## config.mk

```make
export PLATFORM = sky130hd
export DESIGN_NAME = exc_ctrl
export DESIGN_NICKNAME = d
export VERILOG_FILES = /design/src/rtl/exc_pkg.sv /design/src/rtl/exc_prio_enc.sv /design/src/rtl/exc_ctrl.sv
export SDC_FILE = /design/constraint.sdc
export NUM_CORES = 1
export LEC_CHECK = 0
export ABC_AREA = 1
export CORE_MARGIN = 3
export CORE_UTILIZATION = 34
export CTS_CLUSTER_SIZE = 25
export DETAILED_ROUTE_END_ITERATION = 7
export PLACE_DENSITY = 0.79
export SLEW_MARGIN = 20
export SYNTH_ARGS = -nofsm -noshare
export SYNTH_HDL_FRONTEND = slang
export SYNTH_SLANG_ARGS = --single-unit
```

## constraint.sdc

```tcl
create_clock -name Clk -period 1.3 [get_ports Clk]
set_input_delay 0.13 -clock Clk [delete_from_list [all_inputs] [get_ports Clk]]
set_output_delay 0.13 -clock Clk [all_outputs]
set_load 0.05 [all_outputs]
```

## src/rtl/exc_pkg.sv

```systemverilog
// Shared constants, state encoding and capture payload for the exception sequencer.
package exc_pkg;

  localparam int unsigned PC_W    = 30;
  localparam int unsigned REG_W   = 32;
  localparam int unsigned CODE_W  = 5;
  localparam int unsigned IP_W    = 8;
  localparam int unsigned MAX_IRQ = 8;

  // ExcCode values written into Cause
  localparam logic [CODE_W-1:0] EXC_INT = 5'd0;
  localparam logic [CODE_W-1:0] EXC_SYS = 5'd8;
  localparam logic [CODE_W-1:0] EXC_RI  = 5'd10;
  localparam logic [CODE_W-1:0] EXC_OV  = 5'd12;

  // Status register bit positions
  localparam int unsigned ST_EXL    = 0;
  localparam int unsigned ST_IM_LSB = 8;

  // Cause register field positions
  localparam int unsigned CA_CODE_LSB = 2;
  localparam int unsigned CA_IP_LSB   = 8;

  typedef enum logic [1:0] {
    S_IDLE   = 2'd0,
    S_SAVE   = 2'd1,
    S_VECTOR = 2'd2,
    S_RETURN = 2'd3
  } state_t;

  // Everything latched at accept time and replayed during SAVE
  typedef struct packed {
    logic [CODE_W-1:0] code;
    logic [IP_W-1:0]   ip;
    logic [PC_W-1:0]   epc_src;
    logic              keep_epc;
  } exc_cap_t;

endpackage

```

## src/rtl/exc_prio_enc.sv

```systemverilog
// Picks the winning request: synchronous faults first (RI > OV > SYS), then
// masked interrupts, which are only taken at an instruction boundary with EXL clear.
module exc_prio_enc
  import exc_pkg::*;
#(
  parameter int unsigned NUM_IRQ = 6
) (
  input  logic               exc_ri_i,
  input  logic               exc_ov_i,
  input  logic               exc_sys_i,
  input  logic [NUM_IRQ-1:0] irq_m_i,
  input  logic               instr_done_i,
  input  logic               exl_i,
  output logic               take_o,
  output logic [CODE_W-1:0]  code_o,
  output logic               is_int_o
);

  logic exc_any;
  logic int_ok;

  assign exc_any = exc_ri_i | exc_ov_i | exc_sys_i;
  assign int_ok  = instr_done_i & ~exl_i & (|irq_m_i);

  // Fixed-priority code selection
  always_comb begin
    code_o = EXC_INT;
    if (exc_ri_i) begin
      code_o = EXC_RI;
    end else if (exc_ov_i) begin
      code_o = EXC_OV;
    end else if (exc_sys_i) begin
      code_o = EXC_SYS;
    end
  end

  assign take_o   = exc_any | int_ok;
  assign is_int_o = ~exc_any & int_ok;

endmodule

```

## src/rtl/exc_ctrl.sv

```systemverilog
// Exception/interrupt sequencer: accepts a request in IDLE, then writes
// Cause/EPC (SAVE), sets EXL and jumps to the handler (VECTOR); ERET clears
// EXL and jumps back to EPC (RETURN). Outputs are decoded from state and
// captured registers only.
module exc_ctrl
  import exc_pkg::*;
#(
  parameter int unsigned     NUM_IRQ     = 6,
  parameter logic [PC_W-1:0] VECTOR_ADDR = 30'h0000_0020
) (
  input  logic               Clk,
  input  logic               Reset,
  input  logic [NUM_IRQ-1:0] irq,
  input  logic               exc_ri,
  input  logic               exc_ov,
  input  logic               exc_sys,
  input  logic               eret,
  input  logic               instr_done,
  input  logic [PC_W-1:0]    pc_cur,
  input  logic [PC_W-1:0]    pc_next,
  input  logic [REG_W-1:0]   status_q,
  input  logic [PC_W-1:0]    epc_q,
  output logic [PC_W-1:0]    epc_data,
  output logic               EPCWrite,
  output logic [REG_W-1:0]   cause_data,
  output logic               CWrite,
  output logic               sset,
  output logic               srst,
  output logic               flush,
  output logic               pc_redirect,
  output logic [PC_W-1:0]    pc_target,
  output logic               busy
);

  state_t   state_q, state_d;
  exc_cap_t cap_q, cap_d;

  logic [NUM_IRQ-1:0] irq_m;
  logic [IP_W-1:0]    ip_ext;
  logic               exl;
  logic               take;
  logic [CODE_W-1:0]  code;
  logic               is_int;
  logic               unused_status;

  assign exl   = status_q[ST_EXL];
  assign irq_m = irq & status_q[ST_IM_LSB +: NUM_IRQ];

  // Only EXL and the implemented IM bits are consumed
  assign unused_status = ^{status_q[REG_W-1:ST_IM_LSB+NUM_IRQ],
                           status_q[ST_IM_LSB-1:ST_EXL+1]};

  // Zero-extend masked pending lines to the 8-bit Cause.IP field
  always_comb begin
    ip_ext              = '0;
    ip_ext[NUM_IRQ-1:0] = irq_m;
  end

  exc_prio_enc #(
    .NUM_IRQ (NUM_IRQ)
  ) u_prio (
    .exc_ri_i     (exc_ri),
    .exc_ov_i     (exc_ov),
    .exc_sys_i    (exc_sys),
    .irq_m_i      (irq_m),
    .instr_done_i (instr_done),
    .exl_i        (exl),
    .take_o       (take),
    .code_o       (code),
    .is_int_o     (is_int)
  );

  // State and capture registers, synchronous reset
  always_ff @(posedge Clk) begin
    if (Reset) begin
      state_q <= S_IDLE;
      cap_q   <= '0;
    end else begin
      state_q <= state_d;
      cap_q   <= cap_d;
    end
  end

  // Next-state and capture logic; requests are only looked at in IDLE
  always_comb begin
    state_d = state_q;
    cap_d   = cap_q;
    case (state_q)
      S_IDLE: begin
        if (take) begin
          state_d          = S_SAVE;
          cap_d.code       = code;
          cap_d.ip         = ip_ext;
          cap_d.epc_src    = is_int ? pc_next : pc_cur;
          cap_d.keep_epc   = is_int ? 1'b0 : exl;
        end else if (eret && instr_done) begin
          state_d = S_RETURN;
        end
      end
      S_SAVE:   state_d = S_VECTOR;
      S_VECTOR: state_d = S_IDLE;
      S_RETURN: state_d = S_IDLE;
      default:  state_d = S_IDLE;
    endcase
  end

  // Moore output decode; anything not driven by the current state stays 0
  always_comb begin
    epc_data    = '0;
    EPCWrite    = 1'b0;
    cause_data  = '0;
    CWrite      = 1'b0;
    sset        = 1'b0;
    srst        = 1'b0;
    flush       = 1'b0;
    pc_redirect = 1'b0;
    pc_target   = '0;
    busy        = 1'b0;
    case (state_q)
      S_SAVE: begin
        CWrite                              = 1'b1;
        cause_data[CA_CODE_LSB +: CODE_W]   = cap_q.code;
        cause_data[CA_IP_LSB +: IP_W]       = cap_q.ip;
        EPCWrite                            = ~cap_q.keep_epc;
        epc_data                            = cap_q.epc_src;
        flush                               = 1'b1;
        busy                                = 1'b1;
      end
      S_VECTOR: begin
        sset        = 1'b1;
        pc_redirect = 1'b1;
        pc_target   = VECTOR_ADDR;
        flush       = 1'b1;
        busy        = 1'b1;
      end
      S_RETURN: begin
        srst        = 1'b1;
        pc_redirect = 1'b1;
        pc_target   = epc_q;
        flush       = 1'b1;
        busy        = 1'b1;
      end
      default: begin
        busy = 1'b0;
      end
    endcase
  end

endmodule

```

Word-level counts from Yosys, hierarchy flattened
Index checks and enable logic that the tools add are counted.
{ "totals": {"register_bits": 44, "inputBits": 135, "output_inout_bits": 99} }
{ "op_classes": {"n_eq_ne": 4, "mux": 18, "n_bitwise": 10, "n_reduce_logical": 6} }
{ "op_table": {"columns": ["op", "n"], "rows": [
  ["two-way mux 30 bit", 2],
  ["one-hot mux 30 bit (2 select lines)", 1],
  ["two-way mux 5 bit", 3],
  ["two-way mux 1 bit", 7],
  ["bitwise AND 6 bit", 1],
  ["two-way mux 6 bit", 1],
  ["one-hot mux 2 bit (3 select lines)", 1],
  ["OR reduction 6 bit", 1],
  ["== test 2 bit (second input constant)", 2],
  ["two-way mux 2 bit", 2],
  ["two-way mux 4 bit", 1],
  ["bitwise AND 1 bit", 3],
  ["inequality test 3 bit (second input constant)", 1],
  ["inverter 1 bit", 3],
  ["OR 1 bit", 3],
  ["OR reduction 3 bit", 1],
  ["== test 2 x 1 -> 1 bit (second input constant)", 1],
  ["logical NOT 2 bit", 1],
  ["AND reduction 2 bit", 1],
  ["OR reduction 2 bit", 1],
  ["logical AND 1 bit", 1]
]} }

Logic depth before layout (Yosys ltp)
{ "logic_depth": {"ltp_word": 6, "depth_mapped": 11} }

Modules after synthesis
Synthesis repeated with hierarchy kept, for this count alone.
{ "hier_totals": {"cells_unflattened": 546, "hier_area_um2": 2992.9} }
{ "by_module_without_submodules": {"columns": ["module", "n_inst", "cells_each", "area_per_inst_um2"], "rows": [
  ["exc_ctrl", 1, 529, 2907.8],
  ["exc_prio_enc", 1, 17, 85.1]
]} }

Least setup slack after synthesis
No wires, ideal clock.
{ "synth_path": {"kind": "register to output", "start": "register state_q[0]", "end": "output port EPCWrite", "t_arrival_ns": 2.210, "slack_ns": -1.040, "path_stages_with_launch": 6, "path_buffers": 1, "path_cell_list": "dfxtp_1 > inv_1 > nor2_1 > inv_1 > clkbuf_1 > nor2_1"} }
{ "synth_via": {"elab_chain_cells": 2} }
{ "synth_lines": {"columns": ["item", "line", "rtl"], "rows": [
  ["start: declaration", "exc_ctrl.sv:35", "state_t state_q, state_d;"],
  ["start signal: assignment", "exc_ctrl.sv:79", "state_q <= state_d;"],
  ["== test 2 x 1 -> 1 bit", "exc_ctrl.sv:119", "case (state_q)"],
  ["two-way mux 1 bit", "exc_ctrl.sv:119", null],
  ["end: declaration", "exc_ctrl.sv:24", "output logic EPCWrite,"]
]} }
Every way passes these cells.

Final worst setup path
{ "layout_path": {"start": "register state_q[0]", "end": "output port cause_data[10]"} }
{ "layout_via": {"elab_chain_cells": 2} }
{ "layout_lines": {"columns": ["item", "line", "rtl"], "rows": [
  ["== test 2 x 1 -> 1 bit", "exc_ctrl.sv:119", null],
  ["two-way mux 6 bit", "exc_ctrl.sv:119", null],
  ["end: declaration", "exc_ctrl.sv:25", "output logic [REG_W-1:0] cause_data,"]
]} }
Every way passes these cells.

==> out/qor.yml <==
run_status:
  outcome: "complete, but fails checks"
  failed_checks: "setup timing"
global_routing:
  grt_usage: 0.267
  grt_pass1_vias: 4208
  grt_pass1_wl_mm: 20.6
  grt-ovfl-total: 0
  grt_max_degree: 25
  antenna_found_initial: 1
worst_setup_path:
  worstPathMaxFanout: 14
  endpoint_kind: "output port"
  cpLargestDelayFamily: "buffers and inverters"
  rrSetupSlack_ns: -0.19
  path_class: "reg -> out"
  crit_chain: "inv_2, nor2_4, inv_4, buf_12, nor2_4, buf_6"
  crit_top_cell: "nor2_4"
  path_buf_inv: 4
  crit_arrival_ns: 1.39
  cp_slowest_cell: "dfxtp_4"
  critical-path-max-stage-delay_ns: 0.38
  startpoint_type: "flip-flop"
  critPathRequiredTime_ns: 1.17
final_layout:
  design_area_mm2: 0.00722
  utilization: 0.870
  fill_cells: 381
  areaGrowthSynthToFinish_pct: 146
  drive_above_1_share: 0.439
  fin_nets: 903
yosys:
  synth.most_common_cell: "nor2_1"
  ys_seq_area_frac: 0.287
  yosysWarnings: 0
  synthArstFlopShare: 0
  synth_area_mm2: 0.00293
  syn_inst: 542
  yosys_most_used_dff: "dfxtp_1"
  synth-seq-cells: 42
  synth_top_cell_area_share: 0.287
  yosysTopAreaCell: "dfxtp_1"
  synth_edf_count: 0
  synthTopCellsByCount: "166 x nor2_1, 115 x nand2_1, 106 x inv_1"
  syn_avg_cell_area_um2: 5.41
  synth.area.top_cells: "dfxtp_1 29%, nor2_1 21%, nand2_1 15%"
  synthDistinctLibCells: 19
floorplanning:
  fp.dieArea_mm2: 0.00978
  io_pins: 234
  die_y_um: 98.9
  core_area_mm2: 0.00830
  std_cell_rows: 33
  start_util: 0.354
  die_x_um: 98.9
placement:
  hpwl_mm: 8.36
  dpl_cell_area_mm2: 0.00577
  place_congestion: 0.847
  io_buffer_count: 185
drt:
  vias_per_cell: 4.99
  wl_mm: 16.0
  drtIter0Drc: 254
  antenna_left: 0
  drcViolationCount: 0
  wl_per_cell_um: 18.4
  vias: 4361
  firstDrtPassIters: 5
cts:
  cts_buffer_depth: 2
  cts_hold_buf: 0
  cts_tree: "done"
  numCtsBuffers: 5
  cts.sinks: 42
  path_clk_slew_ns: 0.08
  insertion_delay_ns: 0.30
  cts_root_buffer: "clkbuf_8"
  htreeDepth: 2
timing:
  rsz0062_at_grt: "yes"
  max_freq_ghz: 0.656
  fin_ws_ns: -0.224
  hold_slack_ns: 0.301
  slew_violations: 0
  min_period_ns: 1.52
  fin_skew_ns: 0.0114
  fin_tns_setup_ns: -17.01
  hold_viol: 0
  post-route-period-util: 1.17
  finalSetupViolations: 114
power:
  p_leak_nw: 3.40
  ir_worst_vdd_mv: 0.492
  p_sw_frac: 0.420
  p_comb_frac: 0.582
  p_int_w: 0.00363
  p_per_area_mw_per_mm2: 866
  clkPwrFrac: 0.173
  power_frac_seq: 0.245
  p_switching_w: 0.00262
min_path:
  worstHoldPathType: "in -> reg"
job:
  maxCapViolations: 0
-- layer usage --
layer  global-route usage  up-vias  wire [um]
li1                     -     1972          -
met1                0.266     2020       5250
met2                0.515      292       8650
met3               0.0545       77       1310
met4                0.131        0        843
met5                    0        -          0
-- state kept, by name, summed over array words and instances (netlist names) --
signal,count
cap_q,40
state_q,2
-- layout make-up --
class | count | area (um^2) | share of cell area
clock inverters | 1 | 30.0 | 0.00416
inverters | 107 | 412 | 0.0570
diodes | 1 | 2.50 | 0.000347
flip-flops and latches | 42 | 848 | 0.118
clock buffers | 6 | 82.6 | 0.0114
repair buffers | 251 | 3220 | 0.446
multi-input cells | 361 | 2490 | 0.345
well taps | 105 | 131 | 0.0182
-- final timing paths --
kind	startpoint	to	depth (start not counted)
setup / recovery	state_q[0]	cause_data[10]	6
hold reg to reg	cap_q[36]	cap_q[36]	2
hold / removal	status_q[10]	cap_q[33]	3
setup reg to reg	state_q[0]	cap_q[6]	8
-- through the flow --
step	total power, W	setup slack, ns	cells
after floorplan	0.00322	-0.147	564
after global placement	0.00399	-0.443	828
after detailed placement	0.00405	-0.448	828
after CTS	0.00586	-0.202	873
after global routing	0.00648	-0.267	874
final	0.00625	-0.224	874
-- power by group through the flow --
stage / combinational, W / clock, W / sequential, W
finish: 0.00364 / 0.00108 / 0.00153
global route: 0.00380 / 0.00114 / 0.00154
CTS: 0.00328 / 0.00108 / 0.00151
detailed placement: 0.00251 / 0 / 0.00154
global placement: 0.00246 / 0 / 0.00153
floorplan: 0.00170 / 0 / 0.00152
-- placed cells by master (no fill, tap or decap), types with 3 or more instances in the layout --
cell type        synthesis  routed
nand2_4                  0      21
nand2_2                  1      40
conb_1                   1      23
buf_6                    2      33
inv_2                    0       3
inv_1                  106     101
a21oi_2                  0       8
clkdlybuf4s50_1          0      92
clkbuf_8                 0       6
buf_8                    0      25
nand3_4                  0       5
buf_16                   0       6
nor2_1                 166      79
buf_12                   0      49
dfxtp_1                 42      40
nand4_1                  3       3
buf_4                   25      27
nor2_4                   0      74
nand3_1                 37      17
nor2_2                   1      14
nand2_1                115      54
nand3_2                  0      15
dlygate4sd2_1            0      17
-- what timing repair did --
| action | CTS | global route |
|---|---|---|
| endpoints found under the setup margin | 116 | 116 |
| cloned | 11 | 1 |
| resized for setup | 141 | 131 |
| setup buffers | 28 | 9 |
| pin swaps | 51 | 45 |
-- cell families after synthesis --
family,synth area share
and+or+nand+nor,0.441
buffers and inverters,0.248
DFF,0.287
AOI/OAI and AO/OA,0.0230
other,0.00128
-- worst register-to-register path, cell delays in order (launching register included) --
cell     delay [ns]
dfxtp_4        0.37
buf_6          0.13
nor2_4         0.14
buf_8          0.16
buf_6          0.12
buf_16         0.11
nand3_2        0.08
nor2_1         0.23
nor2_2         0.06
(Power assumes the default switching activity.)
